`src/rtl/merge11_pkg.sv`:
```
// Shared types and constants for the two-to-one flit merge block.
package merge11_pkg;

    localparam int FLIT_W     = 9;
    localparam int FIFO_DEPTH = 2;

    typedef struct packed {
        logic                tail;
        logic [FLIT_W-2:0]   payload;
    } flit_t;

    typedef enum logic [1:0] {
        ARB_IDLE  = 2'd0,
        ARB_LOCK0 = 2'd1,
        ARB_LOCK1 = 2'd2
    } arb_state_e;

endpackage

```
`src/rtl/merge11_fifo2.sv`:
```
// Two-entry FIFO holding {sel, flit}; caller only pushes when not full.
module merge11_fifo2
    import merge11_pkg::*;
#(
    parameter int DW = FLIT_W + 1
) (
    input  logic          clk,
    input  logic          reset,
    input  logic          push,
    input  logic [DW-1:0] push_data,
    output logic          full,
    output logic          head_valid,
    output logic [DW-1:0] head_data,
    input  logic          pop_ready
);

    logic [DW-1:0] mem [FIFO_DEPTH];
    logic          wr_ptr;
    logic          rd_ptr;
    logic [1:0]    count;
    logic          pop;

    assign pop        = head_valid & pop_ready;
    assign full       = (count == 2'(FIFO_DEPTH));
    assign head_valid = (count != 2'd0);
    assign head_data  = mem[rd_ptr];

    always_ff @(posedge clk) begin
        if (reset) begin
            wr_ptr <= 1'b0;
            rd_ptr <= 1'b0;
            count  <= 2'd0;
        end else begin
            if (push) wr_ptr <= ~wr_ptr;
            if (pop)  rd_ptr <= ~rd_ptr;
            count <= count + 2'(push) - 2'(pop);
        end
    end

    // Storage needs no reset: entries are only read while counted valid.
    always_ff @(posedge clk) begin
        if (push) mem[wr_ptr] <= push_data;
    end

endmodule

```
`src/rtl/merge11_sync.sv`:
```
// Merges two flit streams into one with packet-level locking and round-robin
// arbitration; each output flit carries the index of its source on out_sel.
module merge11_sync
    import merge11_pkg::*;
#(
    parameter int W = FLIT_W
) (
    input  logic         CLK,
    input  logic         RESET,
    input  logic [W-1:0] in0_data,
    input  logic         in0_valid,
    output logic         in0_ready,
    input  logic [W-1:0] in1_data,
    input  logic         in1_valid,
    output logic         in1_ready,
    output logic [W-1:0] out_data,
    output logic         out_sel,
    output logic         out_valid,
    input  logic         out_ready,
    output arb_state_e   arb_state
);

    // Handshake: a flit moves on any channel exactly when valid and ready are
    // both high at a rising CLK edge; ready never depends on out_ready.

    arb_state_e state, state_next;
    logic       rr, rr_next;
    logic       grant0, grant1;
    logic       acc0, acc1;
    logic       fifo_full, fifo_valid;
    logic [W:0] fifo_head;

    always_ff @(posedge CLK) begin
        if (RESET) begin
            state <= ARB_IDLE;
            rr    <= 1'b0;
        end else begin
            state <= state_next;
            rr    <= rr_next;
        end
    end

    always_comb begin
        grant0     = 1'b0;
        grant1     = 1'b0;
        state_next = state;
        rr_next    = rr;
        unique case (state)
            ARB_IDLE: begin
                if (in0_valid && (!in1_valid || !rr)) grant0 = 1'b1;
                else if (in1_valid)                   grant1 = 1'b1;
            end
            ARB_LOCK0: grant0 = 1'b1;
            ARB_LOCK1: grant1 = 1'b1;
            default: ;
        endcase
        // Any tail ends the packet and hands priority to the other source.
        if (acc0) begin
            if (in0_data[W-1]) begin
                state_next = ARB_IDLE;
                rr_next    = 1'b1;
            end else begin
                state_next = ARB_LOCK0;
            end
        end else if (acc1) begin
            if (in1_data[W-1]) begin
                state_next = ARB_IDLE;
                rr_next    = 1'b0;
            end else begin
                state_next = ARB_LOCK1;
            end
        end
    end

    assign in0_ready = grant0 & ~fifo_full & ~RESET;
    assign in1_ready = grant1 & ~fifo_full & ~RESET;
    assign acc0      = in0_valid & in0_ready;
    assign acc1      = in1_valid & in1_ready;

    merge11_fifo2 #(.DW(W + 1)) u_fifo (
        .clk        (CLK),
        .reset      (RESET),
        .push       (acc0 | acc1),
        .push_data  ({acc1, (acc1 ? in1_data : in0_data)}),
        .full       (fifo_full),
        .head_valid (fifo_valid),
        .head_data  (fifo_head),
        .pop_ready  (out_ready)
    );

    assign out_valid = fifo_valid & ~RESET;
    assign out_sel   = fifo_head[W];
    assign out_data  = fifo_head[W-1:0];
    assign arb_state = state;

endmodule
```
`config.mk`:
```
export PLATFORM = sky130hd
export DESIGN_NAME = merge11_sync
export DESIGN_NICKNAME = d
export VERILOG_FILES = /design/src/rtl/merge11_pkg.sv /design/src/rtl/merge11_fifo2.sv /design/src/rtl/merge11_sync.sv
export SDC_FILE = /design/constraint.sdc
export NUM_CORES = 1
export LEC_CHECK = 0
export ABC_CLOCK_PERIOD_IN_PS = 1800
export CAP_MARGIN = 5
export CORE_ASPECT_RATIO = 0.5
export CORE_UTILIZATION = 40
export DETAILED_ROUTE_END_ITERATION = 7
export PLACE_DENSITY = 0.78
export SLEW_MARGIN = 20
export SYNTH_ARGS = -nofsm -noshare
export SYNTH_HDL_FRONTEND = slang
export SYNTH_SLANG_ARGS = --single-unit
```
`constraint.sdc`:
```
create_clock -name CLK -period 1.8 [get_ports CLK]
set_clock_uncertainty 0.1 [all_clocks]
set_input_delay 0.18 -clock CLK [delete_from_list [all_inputs] [get_ports CLK]]
set_output_delay 0.18 -clock CLK [all_outputs]
set_load 0.02 [all_outputs]
```
Yosys cells after proc, flatten, opt, wreduce, memory -nomap -nowiden
Memories as Yosys holds them, arrays and structs flattened. A register that Yosys moved wholly into a read port is not among the register bits.
Cells that the tools add are included.
- flip-flop bits (word level): 7
- input port bits: 23
- bits in writable memories: 20
- logic and storage cells: 52
- memories: 1
- output and inout bits: 15
- memory list (memory ; depth ; bits a word ; rd ports ; clocked after memory_dff ; write ports ; line ; RTL):
    u_fifo.mem ; 2 ; 10 ; 1 ; 1 ; 1 ; merge11_fifo2.sv:17 ; logic [DW-1:0] mem [FIFO_DEPTH];
- add/sub/neg operators: 2
- reductions and logical operators: 9
- bitwise operators: 13
- eq/ne operators: 4
- muxes and demuxes: 18
- operators with widths (kind ; number):
    $mux 1 ; 12
    $mux 9 ; 1
    $and 1x1->1 ; 8
    $mux 2 ; 3
    $reduce_bool 2->1 ; 3
    $eq 2x2->1 const B ; 2
    $not 1->1 ; 4
    $pmux 1 s2 ; 2
    $reduce_and 3->1 ; 1
    $add 2x1->2 ; 1
    $eq 2x1->1 const B ; 1
    $logic_not 1->1 ; 2
    $logic_not 2->1 ; 1
    $ne 2x2->1 const B ; 1
    $sub 2x1->2 ; 1
    $logic_and 1x1->1 ; 1
    $logic_or 1x1->1 ; 1
    $or 1x1->1 ; 1

Logic depth before layout (Yosys ltp)
- word-level depth: 11
- gate-level depth with buffers: 6
- mapped depth without buffers: 6

By module
A second synthesis with hierarchy kept.
- cells, all modules: 87
- area, all modules: 1332.5 sq um
- by module, submodules not included (module ; cells each ; instances ; area each (sq um)):
    merge11_fifo2 ; 54 ; 1 ; 962.2
    merge11_sync ; 33 ; 1 ; 370.4

Worst setup path after synthesis
OpenSTA, ideal clock, no wires.
- kind: register -> register
- start: register state[0] (netlist: arb_state[0])
- end: memory u_fifo.mem[0][0] in the netlist's numbering (enable)
- stages on the path, launching flop included: 4
- data arrival time: 1.503 ns
- path buffers: 0
- setup time: 0.377 ns
- path slack: -0.181 ns
- cells stage by stage: dfxtp_1 -> nand2b_1 -> a211oi_2 -> nor2b_1
- cells in the longest elaborated chain, start to end: 8
- RTL lines (item ; line ; RTL):
    start: declaration ; merge11_sync.sv:26 ; arb_state_e state, state_next;
    start signal: assignment ; merge11_sync.sv:38 ; state <= state_next;
    $eq 2x1->1 (tied with other cells) ; merge11_sync.sv:48 ; unique case (state)
    $pmux 1 s2 ; merge11_sync.sv:48 ;
    $and 1x1->1 (on tied branches) (2 in series) ; merge11_sync.sv:75, merge11_sync.sv:76 ;
    $and 1x1->1 (on tied branches) ; merge11_sync.sv:77, merge11_sync.sv:78 ;
    $or 1x1->1 (*) ; merge11_sync.sv:83 ; .push (acc0 | acc1),
    $mux 1 (*) ; merge11_fifo2.sv:42 ; if (push) mem[wr_ptr] <= push_data;
    $mux 1 (not written as such) (*) ; merge11_fifo2.sv:42 ;
    end: declaration ; merge11_fifo2.sv:17 ;
Mark *: on every way between the ends. The rest lies on a longest branch, timed or not.

Final worst setup path
- start: register state[0] (netlist: arb_state[0])
- end: memory u_fifo.mem[1][1] in the netlist's numbering, data pin
- cells in the longest elaborated chain, start to end: 6
- RTL lines (item ; line ; RTL):
    $eq 2x2->1 or $logic_not 2->1 (tied branches) ; merge11_sync.sv:48 ;
    $pmux 1 s2 (*) ; merge11_sync.sv:48 ;
    $and 1x1->1 (*) (2 in series) ; merge11_sync.sv:76 ; assign in1_ready = grant1 & ~fifo_full & ~RESET;
    $and 1x1->1 (*) ; merge11_sync.sv:78 ; assign acc1 = in1_valid & in1_ready;
    $mux 9 (*) ; merge11_sync.sv:84 ; .push_data ({acc1, (acc1 ? in1_data : in0_data)}),
    net u_fifo.push_data[1] ; merge11_fifo2.sv:10 ; input logic [DW-1:0] push_data,
Mark *: on every way through the listed nets, which the timed path passes. The rest lies on a longest branch.

==> results.tsv <==
metric	value	unit
worst-margin pin slew	0.3783	ns
largest net degree at the start of global routing	17	
Syn-to-layout area delta	49.38	%
CTS Buf Count	3	
# setup viols final	0	
Vias/cell	4.723	
Max Freq	573.9	MHz
initial antenna violation count	0	
Iteration-0 DRC Markers	18	
Remaining DRCs	0	
first-pass GRT wire length	3981	microns
clock sinks	28	
Synth cell types	29	
RSZ-0062 raised after global routing	true	
Hold Slack	0.4243	ns
die outline area	3502	sq um
minimum clock period	1.742	ns
crit path kind	flop to flop	
synthesized flop and latch total	28	
max_cap viols	0	
DP HPWL	1856	microns
internal reg-to-reg setup slack	0.06	ns
Layout Cells excl Fill	184	
nets@finish	169	
Hold Crit Class	primary input to flop	
Site Rows	14	
YS warnings	0	
Gate Count Post-Synth	91	
CTS Buffer Depth	2	
Critical Path RT	1.73	ns
final period utilization	96.80	%
outcome	completed	
Final Slew Violations	0	
endpoint class of the critical path	flop	
layout cell share with drive strength beyond 1	34.03	%
CTS tree	built	
clk_lat worst skew	0.27	ns
PD cells	1063	nW/um^2
CP max stage cell	dfxtp_1	
Top delay family on crit path	simple AND/OR/NAND/NOR gates	
Post-Syn Nets	115	
Total GRT Usage	15.74	%
Routability Congestion	0.7942	
Cell Area, Synth	1302	sq um
die height	42.35	microns
post-layout instance area	1946	sq um
Core ar.	3048	sq um
Root Driver	clkbuf_8	
max incr delay on CP	0.35	ns
post-layout worst setup margin	0.05764	ns
Final Core Density	63.83	%
Post-Route WL	2444	microns
DRT Pass-1 Iters	4	
Reg clk slew, reported paths	0.09	ns
Diodes inserted	0	
crit path max fanout	10	
Die W	82.70	microns
Cell Area, Placed	1862	sq um
port buffer count	37	
Starting Density	42.73	%
ordered cell list for the critical path	nand2b_2 > nor3_2 > o21a_2 > buf_12 > mux2_4	
dpl cells	179	
Fin. Hold Viols	0	
leakage power	0.0007389	uW
part of the Yosys area used for sequential elements	58.41	%
grt total ovfl	0	
io pins	38	
vias in the first global route	874	
CP Buf/Inv Count	1	
Relative slew margins	74.42	%
H-tree depth	1	
Wirelength per Cell	13.28	microns
Place WS	-0.2273	ns
VDD IR-drop max	0.6507	mV
crit start category	flop	
via count	869	
number of nets with antenna violations after routing	0	
Post-Syn Area per Cell	14.31	sq um
Worst EP arrival	1.67	ns
[cell type report]
| type | count | area [sq um] |
|---|---|---|
| clock inverter | 1 | 30.03 |
| fill | 234 | 1102 |
| clock buffer | 3 | 41.29 |
| sequential | 28 | 762.0 |
| multi-input combinational | 60 | 548.0 |
| tap | 40 | 50.05 |
| timing repair buffer | 52 | 514.2 |
[sequential cells by signal (all words and copies together) (netlist names), named ones only]
signal / flops
u_fifo.count: 2
u_fifo.wr_ptr: 1
u_fifo.rd_ptr: 1
u_fifo.mem: 20
arb_state: 2
rr: 1
[synth_stat cells, drive strengths merged]
master / count / area (sq um)
xor2: 1 / 8.760
clkbuf: 2 / 7.510
a21boi: 1 / 7.510
nor2: 6 / 22.52
o31a: 1 / 8.760
a311oi: 1 / 8.760
dfxtp: 8 / 160.2
edfxtp: 20 / 600.6
xnor2: 2 / 17.52
buf: 1 / 11.26
nand2b: 3 / 18.77
nand2: 2 / 7.510
a21oi: 4 / 20.02
o21ai: 1 / 5.000
mux2: 19 / 244.0
nor4: 2 / 12.51
and2: 1 / 6.260
a31oi: 1 / 6.260
nor3: 3 / 20.02
o21a: 2 / 16.27
nor2b: 5 / 38.78
ha: 1 / 12.51
a211oi: 3 / 32.53
nor4b: 1 / 8.760
[cells in the final DEF (no fill, tap or decap), drive strengths merged, types with 2 or more instances in the layout]
master	instances
nor4	2
o21a	2
a211oi	3
a21oi	4
nand2b	3
edfxtp	20
xnor2	2
buf	15
clkbuf	4
clkdlybuf4s50	22
nor3	3
nor2	6
nand2	2
dlygate4sd2	13
mux2	19
nor2b	5
dfxtp	8
[final timing paths]
kind | from | end | depth (start not counted)
worst max register to register | arb_state[0] | u_fifo.mem[1][1] | 5
worst min-delay path | in0_valid | arb_state[0] | 4
worst min register to register | u_fifo.rd_ptr | u_fifo.rd_ptr | 2
worst max-delay path | arb_state[0] | u_fifo.mem[1][1] | 5
[layer usage]
metal	vias up	routed length (microns)	global-route usage, %
met5	-	0	0
met4	0	10	4.138
met3	2	74	3.913
met2	15	1326	29.18
met1	405	1033	17.94
li1	447	-	-
[cells by family after synthesis]
group,Yosys count,share of synthesized area [%]
flip-flops,28,58.41
AND/OR/NAND/NOR,23,10.37
multiplexers,19,18.73
AO/OA/AOI/OAI,14,8.070
XOR/XNOR,3,2.018
buffers and inverters,3,1.441
adder cells (fa/ha/maj),1,0.9605
[repair_timing]
action,in CTS,in global routing
resized for setup,16,8
setup endpoints to repair,13,38
hold buffers,0,0
pin swaps,0,1
cloned,0,0
setup buffers,0,1
[report_power, final]
part           switching, uW  total [uW]  internal [uW]
sequential              42.4         836            794
combinational            348         753            404
clock                    181         479            297
[through the flow]
| stage | power, uW | setup TNS [ns] |
|---|---|---|
| after floorplan | 1267 | -0.02948 |
| after global placement | 1635 | -7.428 |
| after detailed placement | 1649 | -8.476 |
| after CTS | 2082 | 0 |
| after global routing | 2170 | -0.04989 |
| final | 2068 | 0 |
[worst min-delay path: cells and delay by family]
| kind | cells | cell delay, ns |
|---|---|---|
| AO/OA/AOI/OAI | 3 | 0.38 |
| buffers and inverters | 1 | 0.19 |
Power figures use the tool's default switching activity.
